**src/rtl/wisc_pkg.sv**
```systemverilog
// Shared WISC types: opcodes, branch condition codes, flag register layout.
package wisc_pkg;

    localparam int unsigned DW  = 16;
    localparam int unsigned OPW = 4;
    localparam int unsigned CCW = 3;

    typedef enum logic [3:0] {
        OP_ADD    = 4'b0000,
        OP_SUB    = 4'b0001,
        OP_XOR    = 4'b0010,
        OP_RED    = 4'b0011,
        OP_SLL    = 4'b0100,
        OP_SRA    = 4'b0101,
        OP_ROR    = 4'b0110,
        OP_PADDSB = 4'b0111
    } opcode_t;

    typedef enum logic [2:0] {
        CC_NEQ    = 3'b000,
        CC_EQ     = 3'b001,
        CC_GT     = 3'b010,
        CC_LT     = 3'b011,
        CC_GTE    = 3'b100,
        CC_LTE    = 3'b101,
        CC_OVFL   = 3'b110,
        CC_UNCOND = 3'b111
    } ccc_t;

    typedef struct packed {
        logic n;
        logic z;
        logic v;
    } flags_t;

    // Opcode predicates as bit masks indexed by the 4-bit opcode.
    // SETS_ALL: ADD, SUB update N/Z/V.
    localparam logic [15:0] SETS_ALL = 16'b0000_0000_0000_0011;
    // SETS_Z: XOR, SLL, SRA, ROR update Z only.
    localparam logic [15:0] SETS_Z   = 16'b0000_0000_0111_0100;

    function automatic logic sets_all(input logic [3:0] op);
        return SETS_ALL[op];
    endfunction

    function automatic logic sets_z(input logic [3:0] op);
        return SETS_Z[op];
    endfunction

endpackage

```
**src/rtl/branch_cond.sv**
```systemverilog
// Branch condition evaluation from a flag set; shared with the ID-stage branch unit.
module branch_cond
    import wisc_pkg::*;
(
    input  flags_t flags,
    input  ccc_t   ccc,
    output logic   taken
);

    // Decode the condition code against the supplied flags.
    always_comb begin
        taken = 1'b0;
        unique case (ccc)
            CC_NEQ:    taken = ~flags.z;
            CC_EQ:     taken = flags.z;
            CC_GT:     taken = ~flags.z & ~flags.n;
            CC_LT:     taken = flags.n;
            CC_GTE:    taken = flags.z | (~flags.z & ~flags.n);
            CC_LTE:    taken = flags.n | flags.z;
            CC_OVFL:   taken = flags.v;
            CC_UNCOND: taken = 1'b1;
            default:   taken = 1'b0;
        endcase
    end

endmodule

```
**src/rtl/ex_flag_stage.sv**
```systemverilog
// EX/MEM result register, N/Z/V flag register, branch condition and flag hazard.
module ex_flag_stage
    import wisc_pkg::*;
#(
    parameter int unsigned DW  = wisc_pkg::DW,
    parameter int unsigned OPW = wisc_pkg::OPW
) (
    input  logic            clk,
    input  logic            rst,
    input  logic            stall,
    input  logic            flush,
    input  logic            ex_valid,
    input  logic [OPW-1:0]  ex_opcode,
    input  logic [DW-1:0]   alu_result,
    input  logic            alu_ovfl,
    input  logic [2:0]      br_ccc,
    output logic [DW-1:0]   exmem_result,
    output logic            exmem_valid,
    output logic            flag_n,
    output logic            flag_z,
    output logic            flag_v,
    output logic            flag_busy,
    output logic            br_taken
);

    flags_t flags_q;
    flags_t flags_next;
    logic   op_all;
    logic   op_z;

    assign op_all = sets_all(4'(ex_opcode));
    assign op_z   = sets_z(4'(ex_opcode));

    // Next flag value for a normal-update cycle; squash and stall are handled at the register.
    always_comb begin
        flags_next = flags_q;
        if (ex_valid && op_all) begin
            flags_next.n = alu_result[DW-1];
            flags_next.z = (alu_result == '0);
            flags_next.v = alu_ovfl;
        end else if (ex_valid && op_z) begin
            flags_next.z = (alu_result == '0);
        end
    end

    // Pipeline and flag registers: rst > flush > stall > normal update.
    always_ff @(posedge clk) begin
        if (rst) begin
            exmem_result <= '0;
            exmem_valid  <= 1'b0;
            flags_q      <= '0;
        end else if (flush) begin
            exmem_result <= '0;
            exmem_valid  <= 1'b0;
        end else if (!stall) begin
            exmem_result <= alu_result;
            exmem_valid  <= ex_valid;
            flags_q      <= flags_next;
        end
    end

    assign flag_n    = flags_q.n;
    assign flag_z    = flags_q.z;
    assign flag_v    = flags_q.v;
    assign flag_busy = ex_valid & ~flush & (op_all | op_z);

    // Branches only ever see committed flags; the hazard unit stalls on flag_busy.
    branch_cond u_branch_cond (
        .flags (flags_q),
        .ccc   (ccc_t'(br_ccc)),
        .taken (br_taken)
    );

endmodule

```
**config.mk**
```make
export PLATFORM = sky130hd
export DESIGN_NAME = ex_flag_stage
export DESIGN_NICKNAME = d
export VERILOG_FILES = /design/src/rtl/wisc_pkg.sv /design/src/rtl/branch_cond.sv /design/src/rtl/ex_flag_stage.sv
export SDC_FILE = /design/constraint.sdc
export NUM_CORES = 1
export LEC_CHECK = 0
export ABC_AREA = 0
export CORE_MARGIN = 1.5
export CORE_UTILIZATION = 39
export CTS_CLUSTER_DIAMETER = 60
export DETAILED_ROUTE_END_ITERATION = 6
export PLACE_DENSITY = 0.83
export SYNTH_ARGS = -nofsm -noshare
export SYNTH_HDL_FRONTEND = slang
export SYNTH_HIERARCHICAL = 1
export SYNTH_SLANG_ARGS = --single-unit
```
**constraint.sdc**
```tcl
create_clock -name clk -period 1.9 [get_ports clk]
set_input_delay 0.475 -clock clk [delete_from_list [all_inputs] [get_ports clk]]
set_output_delay 0.475 -clock clk [all_outputs]
set_load 0.02 [all_outputs]
```
# ---- After elaboration in Yosys (flattened, before gate mapping)
# Memories as Yosys holds them, arrays and structs flattened.
# Index checks and enable logic that the tools add are counted.
dict set report word_totals {
  register_bits 20
  romBits 32
  elab_cells 38
  n_memories 2
}
# memory depth word_bits read_ports rd_clocked_by_memory_dff wr line
set mem_list {}
lappend mem_list {{(no name shown)} 16 1 1 0 0 wisc_pkg.sv:47} ;# return SETS_Z[op];
lappend mem_list {{(no name shown)} 16 1 1 0 0 wisc_pkg.sv:43} ;# return SETS_ALL[op];
dict set report classes {
  n_lt_le_gt_ge 1
  eq_ne 7
  n_mux 5
  bitwise_logic 10
  reduce_logical 8
}
# op n
set op_table {}
lappend op_table {{$logic_not 16->1} 1}
lappend op_table {{$eq 3x3->1 const B} 4}
lappend op_table {{$pmux 1 s8} 1}
lappend op_table {{$eq 3x2->1 const B} 2}
lappend op_table {{$reduce_and 3->1} 2}
lappend op_table {{$lt 4x5->1 const B} 1}
lappend op_table {{$mux 1} 4}
lappend op_table {{$not 1->1} 4}
lappend op_table {{$and 1x1->1} 3}
lappend op_table {{$eq 3x1->1 const B} 1}
lappend op_table {{$logic_not 3->1} 1}
lappend op_table {{$or 1x1->1} 3}
lappend op_table {{$logic_and 1x1->1} 2}
lappend op_table {{$reduce_bool 2->1} 1}
lappend op_table {{$reduce_or 2->1} 1}

# ---- Longest topological paths before layout
# Gate-level depths: netlist of the first run.
dict set report logic_depth {
  depth_word 5
  depth_mapped 4
  depth_no_buf 4
}

# ---- Hierarchy
# The synthesis of the first run kept the hierarchy.
# mod n_inst cells_per_inst area_per_inst_um2 seq_area_each_um2
set by_module_without_submodules {}
lappend by_module_without_submodules {ex_flag_stage 1 81 790.8 400.4}
lappend by_module_without_submodules {branch_cond 1 11 76.3 0.0}

# ---- Worst setup path before layout of the first run
# Ideal clock, no wire load.
dict set report synth_path {
  path_kind {input to output}
  startpoint {in br_ccc[2]}
  endpoint {out br_taken}
  arrival_time_ns 1.067
  required_ns 1.425
  path_slack_ns 0.358
  cell_stages 4
  path_cell_list {nor2b_2 -> mux2i_1 -> o31a_1 -> o21a_1}
}
dict set report synth_via {
  elab_chain_cells 2
  word_cells_on_any_way 9
  classes_between {7 x eq/ne; 1 x mux; 1 x reduce/logical}
}
# item line
set synth_rtl {}
lappend synth_rtl {{start: declaration} ex_flag_stage.sv:16} ;# input logic [2:0] br_ccc,
lappend synth_rtl {{$eq 3x3->1 (tied with other cells)} branch_cond.sv:13} ;# unique case (ccc)
lappend synth_rtl {{$pmux 1 s8 (*)} branch_cond.sv:13}
lappend synth_rtl {{end: declaration} ex_flag_stage.sv:23} ;# output logic br_taken
# Every way passes the cells marked *; elsewhere a longest branch is shown, timed or not.

# ---- Worst setup path in the final report of the first run
dict set report layout_path {
  startpoint {in br_ccc[0]}
  endpoint {out br_taken}
}
# The elaborated chain is that of the path after synthesis.

==> results of run 1 <==
routing by layer:
metal | GRT usage | part of all wire | vias to the layer above
li1 | - | - | 446
met1 | 0.207 | 0.37 | 424
met2 | 0.395 | 0.57 | 23
met3 | 0.0298 | 0.036 | 6
met4 | 0.116 | 0.025 | 0
met5 | 0 | 0 | -
critical path, stage by stage:
cell and delay [ns]:
buf_2 0.14, nor2b_4 0.12, mux2i_1 0.07, o31a_1 0.28
o21a_1 0.12, buf_6 0.13
worst min-delay path by stage:
| stage | start | endpoint | slack (ns) | cells after the start |
|---|---|---|---|---|
| after global routing | exmem_valid | exmem_valid | 0.51 | 2 |
| after floorplan | exmem_valid | exmem_valid | 0.54 | 2 |
| after detailed placement | exmem_valid | exmem_valid | 0.46 | 2 |
| after CTS | exmem_valid | exmem_valid | 0.47 | 2 |
| after global placement | exmem_valid | exmem_valid | 0.45 | 2 |
| final | exmem_valid | exmem_valid | 0.47 | 2 |
synth_stat cells (all sizes together):
library cell  count
and2              1
a21oi             4
nor2b             2
nor4              4
nor2             17
o31a              1
or4               1
nand3b            1
mux2i            18
o21a              1
nand2             2
dfxtp            20
nand2b            2
buf               4
a211o             1
a211oi            1
inv               2
nand4             1
nor3              1
nand3             3
o21ai             4
or2               1
where the power goes:
part	total (W)	internal, W	switching, W
Combinational	0.000192	0.000112	0.0000809
Clock	0.000192	0.0000739	0.000118
Sequential	0.000437	0.000431	0.00000601
Total	0.000822	0.000617	0.000205
cell usage in the layout (no fill, tap or decap), drive strengths merged, types with 3 or more instances in the layout:
cell and instances:
a21oi 4, buf 14, clkbuf 5, clkdlybuf4s50 40
dfxtp 20, dlygate4sd2 3, mux2i 18, nand3 3
nor2 17, nor4 4, o21ai 4
area by class of cell:
type                       count  area (um2)  area share
tap                           27        33.8      0.0227
multi-input combinational     66         447       0.301
timing repair buffer          61         572       0.385
clock buffer                   3        22.5      0.0152
sequential                    20         403       0.271
inverter                       2        7.51     0.00505
cells by family (layout without fill, tap and decap cells):
group / count (synthesis) / after routing / synth area share
flops: 20 / 20 / 0.462
compound gates: 12 / 12 / 0.0837
buf+inv: 6 / 66 / 0.0375
simple gates: 36 / 36 / 0.209
mux: 18 / 18 / 0.208
registers in the layout, indices dropped and copies added (netlist names):
signal / cells
flag_v: 1
flag_z: 1
exmem_result: 16
exmem_valid: 1
flag_n: 1
through the flow:
stage          TNS [ns]  hold WS (ns)  cell area [um2]
6_report              0         0.470             1490
5_1_grt               0         0.505             1490
4_1_cts               0         0.474             1490
3_5_place_dp      -1.23         0.458             1440
3_3_place_gp      -1.15         0.453             1440
2_1_floorplan         0         0.541              867
what timing repair did:
action                                  CTS  global route
endpoints found under the setup margin    3             2
buffers inserted                          2             0
hold buffers                              0             0
pin swaps                                 2             3
gates resized for setup                  22            11
hold endpoints to repair                  0             0
==> results.md, run 1 <==
* Die area at 0.00252 mm2
* Fmax at about 0.55 GHz
* Row count at 16
* Skew final at 0 ns
* Maximum fanout along the worst path at 5
* FF-to-FF End: flag_z
* Top cell type's share of synthesized area at 0.462
* Req. time, crit path at 1.42 ns
* Syn nets at around 120
* MaxCap Viol Count at 0
* WP data arrival at between 1 and 1.5 ns
* Global Route Usage Sum at 0.205
* Unique cell type count in the Yosys netlist at 25
* Cell taking the most area after synthesis: dfxtp_1
* Vias per cell at 5.02
* CP endpoint: br_taken
* Critical path class: primary input to output pin
* DR iter-0 viols at 10
* CP startpoint: br_ccc[0]
* Core Box Area at between 0.002 and 0.0025 mm2
* Worst-Margin Slew at about 0.56 ns
* Worst-path clk slew at 0.10 ns
* First-pass GRT wire length at 3800 um
* Die H at approximately 50 um
* Count of clock tree sinks at 20
* Worst setup EP type: output pin
* FILL cells at 160
* Final Hold Viols at 0
* Min cycle time layout at 1.82 ns
* Layout cells sized above 1 at 0.164
* Dominant cells by area after synthesis: dfxtp_1, mux2i_1, nor2_1
* DRC at 0
* Initial antenna violation count at 0
* Pre-CTS setup slack at -0.664 ns
* Mapped cell area at 867 um2
* Max VDD drop at approximately 0.42 mV
* R2R setup slack at around 1.1 ns
* Setup repair after global routing missed its margin: no
* Hold Path Class: register to register
* 1st-pass router iterations at 3
* Syn Area/Cell at ~9.4 um2
* Outcome: complete, no violations
* Gpl congestion at 0.710
* Clk root buf: clkbuf_4
* Num CTS Buffers at 3
* Final cycle utilization of the critical path at 0.956
* CTS tree: yes
* Vias in the first global route at approximately 910
* Yosys warning count at 6
* Htree depth at 1
* Worst-case reg-to-reg path depth at 3
* Final Util at 0.735
* Rel. slew slack at 0.624
* DP HPWL at 1900 um
* Die Width at between 50 and 60 um
* Worst r2r src: flag_z
* WL per Instance at around 13 um
* Post-Synthesis Cells at 92
* Port Buf Inserts at 50
* Setup WS post-layout at 0.0832 ns
* IO Count at 51
* Clk buf depth at 2
* Total power at approximately 0.00082 W
* Final Max Tran Viols at 0
* Area growth from synthesis to layout at 71.3%
* ANT cells at 0
* Yosys reg bits at 20
* Nets at approximately 180
* Post-route insts no fill at 179
* Starting density of the core at 0.429
* Pwr/cell area at ~550 mW/mm2
* Final ANT Viol Nets at 0
* Critical Path Source Type: primary input
* Number of cells after detailed placement at approximately 170
* Worst-Skew Late Latency at roughly 0.29 ns
* Drt total wl at about 2400 um
* Setup Viol. Count Final at 0
* Leak pwr at 0.629 nW
* Sequential cell area fraction in the yosys report at 0.462
* GRT overflow at 0
* DR vias at 899
* Largest net degree at the start of global routing at 18
Note: power is estimated with default switching activity, not from simulation.
==> inputs of run 2 (changes only) <==
- CORE_UTILIZATION: 39 -> 41
- CTS_BUF_LIST: default -> sky130_fd_sc_hd__clkbuf_8
- PLACE_DENSITY: 0.83 -> 0.86
==> results.md, run 2 (synthesis gave the netlist of run 1 again) <==
* Outcome: complete, no violations
* Htree depth at 1
* GRT overflow at 0
* MaxCap Viol Count at 0
* Vias per cell at about 5.1
* WP data arrival at between 1 and 1.5 ns
* Most frequent cells in the layout: clkdlybuf4s50_1, dfxtp_1, mux2i_1
* Initial antenna violation count at 0
* IO Count at slightly above 50
* DRC at 0
* Worst-Margin Slew at 0.554 ns
* Top Usage Layer GRT: met2
* GRT met1 Usage at 0.243
* Critical path class: primary input to output pin
* FILL cells at roughly 150
* Max VDD drop at roughly 0.56 mV
* Die area at 0.00240 mm2
* Nets at around 180
* Largest net degree at the start of global routing at 18
* Die Width at just under 50 um
* Met2 Use GR at 0.404
* Max reg flops at 16
* Switching share of power at 0.235
* Layout cells sized above 1 at 0.138
* Worst-Skew Late Latency at 0.25 ns
* Starting density of the core at 0.438
* Hold Path Class: register to register
* Hold EP: exmem_valid
* R2R setup slack at 1.07 ns
* CTS tree: yes
* Min-Delay Path Depth at 2
* Combinational power share at 0.204
* Pwr/cell area at about 630 mW/mm2
* Setup Viol. Count Final at 0
* Clk buf depth at 2
* Min cycle time layout at approximately 1.9 ns
* TNS Setup at 0 ns
* WL per Instance at approximately 13 um
* Clk root buf: clkbuf_8
* Int Pwr at between 0.0007 and 0.0008 W
* Worst-case reg-to-reg path depth at 3
* DR iter-0 viols at 4
* Port Buf Inserts at 50
* Skew final at 0 ns
* Seq pwr share at 0.459
* Setup repair after global routing missed its margin: no
* Switch Pwr at about 0.00022 W
* Area of the multi-input gates at about 440 um2
* Final Cell Area at 0.00152 mm2
* Final Max Tran Viols at 0
* FF-to-FF End: flag_z
* Core Box Area at 0.00198 mm2
* Leak pwr at approximately 0.63 nW
* Global Route Usage Sum at 0.214
* Register area at 400 um2
* Rel. slew slack at 0.631
* Final ANT Viol Nets at 0
* Worst setup EP type: output pin
* Die H at approximately 50 um
* DP HPWL at between 1500 and 2000 um
* Num CTS Buffers at 3
* Area growth from synthesis to layout at 75.2%
* Fmax at roughly 0.54 GHz
* DR vias at ~900
* Worst-path clk slew at 0.08 ns
* Largest Register: exmem_result
* Count of clock tree sinks at 20
* Most common cell after layout, fill and taps aside: clkdlybuf4s50_1
* Row count at 16
* Vias in the first global route at 929
* Worst r2r src: flag_z
* 1st-pass router iterations at 4
* HP Start: exmem_valid
* Drt total wl at 2360 um
* Final Hold Viols at 0
* Placed Area at ~0.0014 mm2
* ANT cells at 0
* Final cycle utilization of the critical path at 0.980
* Grt met3 use at 0.0429
* First-pass GRT wire length at roughly 4100 um
* Clock share of power at 0.337
* Maximum fanout along the worst path at 2
* Req. time, crit path at around 1.4 ns
* Critical Path Source Type: primary input
* Gpl congestion at approximately 0.78
## run 2: per-stage QoR
stage	instances	hold WS, ns	utilization	setup slack, ns	power [W]
6_report	179	0.478	0.766	0.0373	0.000952
4_1_cts	178	0.480	0.765	0.00242	0.000957
3_3_place_gp	173	0.455	0.731	-0.591	0.000634
2_1_floorplan	92	0.541	-	0.358	0.000520
3_5_place_dp	173	0.469	0.731	-0.658	0.000639
5_1_grt	179	0.495	0.766	0.000516	0.000988
## run 2: layout make-up
cell class	count	share of cell area
timing repair buffer	60	0.381
clock buffer	4	0.0362
sequential	20	0.264
inverter	2	0.00494
tap	27	0.0222
multi-input combinational	66	0.292
## run 2: power by group through the flow
stage | logic, W | clock network (W) | registers [W]
finish | 0.000195 | 0.000321 | 0.000437
global route | 0.000208 | 0.000341 | 0.000439
CTS | 0.000195 | 0.000325 | 0.000437
detailed placement | 0.000192 | 0 | 0.000447
global placement | 0.000188 | 0 | 0.000446
floorplan | 0.0000590 | 0 | 0.000461
## run 2: worst max-delay path by stage
stage	to	slack [ns]	from	depth (start not counted)
2_1_floorplan	br_taken	0.36	br_ccc[2]	4
6_report	flag_busy	0.04	ex_opcode[0]	4
4_1_cts	br_taken	0.002	br_ccc[2]	6
5_1_grt	flag_busy	0.0005	ex_opcode[0]	4
3_5_place_dp	br_taken	-0.66	br_ccc[2]	6
3_3_place_gp	br_taken	-0.59	br_ccc[0]	6
## run 2: what timing repair did
| action | 4_1_cts | 5_1_grt |
|---|---|---|
| hold buffers | 0 | 0 |
| resized for setup | 17 | 6 |
| setup endpoints to repair | 2 | 2 |
| pin swaps | 1 | 2 |
| buffers inserted | 1 | 1 |
## run 2: critical path, cell delays in order
cell,delay (ns)
clkdlybuf4s50_1,0.43
a211oi_2,0.21
and2_1,0.15
buf_4,0.13
## run 2: layer usage
metal	share of wire	wire, um
met1	0.41	973
met2	0.52	1240
met3	0.057	134
met4	0.0051	12
met5	0	0
==> inputs of run 3 (changes only) <==
- CORE_UTILIZATION: 41 -> 34
- PLACE_DENSITY: 0.86 -> 0.76
- SLEW_MARGIN: default -> 20
- clock period: 1.9 -> 1.7 ns (I/O delays scaled with it)
==> results.md, run 3 (synthesis gave the netlist of run 1 again) <==
* Largest Register: exmem_result
* Number of cells after detailed placement at between 150 and 200
* CP startpoint: br_ccc[0]
* Initial antenna violation count at 0
* Core Box Area at 0.00245 mm2
* Worst-Margin Slew at 0.556 ns
* Num CTS Buffers at 3
* ANT cells at 0
* Outcome: finished, violations left
* Vias per cell at approximately 4.7
* Final Util at 0.618
* Gpl congestion at 0.774
* DR iter-0 viols at 9
* HP Start: exmem_valid
* Hold Path Class: register to register
* Clock share of power at 0.293
* Die Width at ~54 um
* WP data arrival at between 1 and 1.5 ns
* Setup WS post-layout at -0.00193 ns
* Worst setup EP type: output pin
* Final Hold Viols at 0
* Switching share of power at 0.231
* GRT overflow at 0
* Slowest library cell on the worst path: o31a_1
* Met2 Use GR at 0.298
* CP Depth at 6
* Clk buf depth at 2
* DRC at 0
* Worst r2r src: flag_z
* Clk root buf: clkbuf_8
* Top Usage Layer GRT: met2
* Switch Pwr at about 0.00023 W
* Leak pwr at about 0.65 nW
* Setup repair after global routing missed its margin: yes
* Nets at 184
* CP Cell Sequence: buf_2, nor2b_4, mux2i_1, o31a_1, o21a_1, buf_6
* Skew final at 0 ns
* Vias in the first global route at 876
* Htree depth at 1
* Die H at 53.5 um
* Rel. slew slack at 0.629
* Post-route insts no fill at around 180
* Min-Delay Path Depth at 2
* DR vias at roughly 860
* IO Count at ~50
* MaxCap Viol Count at 0
* Crit path max-delay family: compound AO/OA/AOI/OAI gates
* 1st-pass router iterations at 4
* Int Pwr at 0.000764 W
* First-pass GRT wire length at ~3600 um
* Drt total wl at about 2200 um
* Worst-Skew Late Latency at between 0.2 and 0.3 ns
* Row count at 18
* Maximum fanout along the worst path at 5
* Slowest cell delay on critical path at between 0.2 and 0.3 ns
* Fmax at ~0.59 GHz
* DP HPWL at roughly 1800 um
* Global Route Usage Sum at 0.169
* Grt met3 use at 0.0367
* GRT met1 Usage at 0.199
* Worst-path clk slew at around 0.07 ns
* Largest net degree at the start of global routing at 18
* Final cycle utilization of the critical path at 1.00
* Die area at 0.00286 mm2
* Starting density of the core at 0.353
* Failing checks: setup timing
* Setup Viol. Count Final at 1
* Critical path class: primary input to output pin
* Port Buf Inserts at 50
* Max VDD drop at approximately 0.52 mV
* Req. time, crit path at ~1.3 ns
* WL per Instance at approximately 12 um
* Count of clock tree sinks at 20
* Pwr/cell area at around 650 mW/mm2
* Combinational power share at 0.215
* Max reg flops at 16
* Area growth from synthesis to layout at 75.0%
* WP buf/inv at 2
* Most common cell after layout, fill and taps aside: clkdlybuf4s50_1
* Worst-case reg-to-reg path depth at 4
* Critical Path Source Type: primary input
* CTS tree: yes
* Min cycle time layout at around 1.7 ns
* Final ANT Viol Nets at 0
* Layout cells sized above 1 at 0.157
* Post-CTS Setup Repair Bufs at 0
* Seq pwr share at 0.493
* Final Max Tran Viols at 0
* Most frequent cells in the layout: clkdlybuf4s50_1, dfxtp_1, mux2i_1
* Hold-fix buffer count after cts at 0
## run 3: changes by cell type in the layout (fill, tap and decap cells not counted), sizes merged
cell	delta
buf	+3
dlymetal6s2s	-1
clkdlybuf4s15	-1
clkdlybuf4s50	-5
clkbuf	-1
dlygate4sd2	+6
## run 3: metrics by stage
step           power [W]  area, um2  TNS (ns)  hold slack, ns  worst slack [ns]
2_1_floorplan   0.000582        867         0           0.494             0.248
3_3_place_gp    0.000712       1480     -2.19           0.463            -0.693
3_5_place_dp    0.000717       1480     -2.86           0.458            -0.775
4_1_cts          0.00100       1530   -0.0394           0.471           -0.0394
5_1_grt          0.00104       1520   -0.0377           0.515           -0.0377
6_report        0.000993       1520  -0.00193           0.473          -0.00193
## run 3: repair_timing
action,CTS,global route
pin swaps,2,2
endpoints found under the setup margin,4,2
resized for setup,31,3
## run 3: path summary, 6_finish.rpt
kind	end	slack [ns]
max	br_taken	-0.002
min	exmem_valid	0.47
max reg2reg	flag_z	0.82
min reg2reg	exmem_valid	0.47
## run 3: cell type report
type | count | area (um2)
fill | 214 | 937
timing repair buffer | 62 | 586
multi-input combinational | 66 | 444
sequential | 20 | 402
clock buffer | 3 | 41.3
tap | 30 | 37.5
inverter | 2 | 7.51
## run 3: routing by layer
metal	routed length, um	vias to the layer above	share of wire
met5	0	-	0
met4	12	0	0.0053
met3	138	2	0.061
met2	1100	29	0.49
met1	997	385	0.44
li1	-	446	-
## run 3: power by group through the flow
stage	clock network (W)	logic (W)	registers, W
after global routing	0.000317	0.000229	0.000490
after CTS	0.000296	0.000217	0.000489
after floorplan	0	0.0000659	0.000516
final	0.000291	0.000213	0.000489
after global placement	0	0.000213	0.000499
after detailed placement	0	0.000218	0.000499
## run 3: tightest hold or removal path, cell delays in order, from the launching register on
cell     delay [ns]
dfxtp_1        0.32
nand2_1        0.06
a21oi_1        0.05
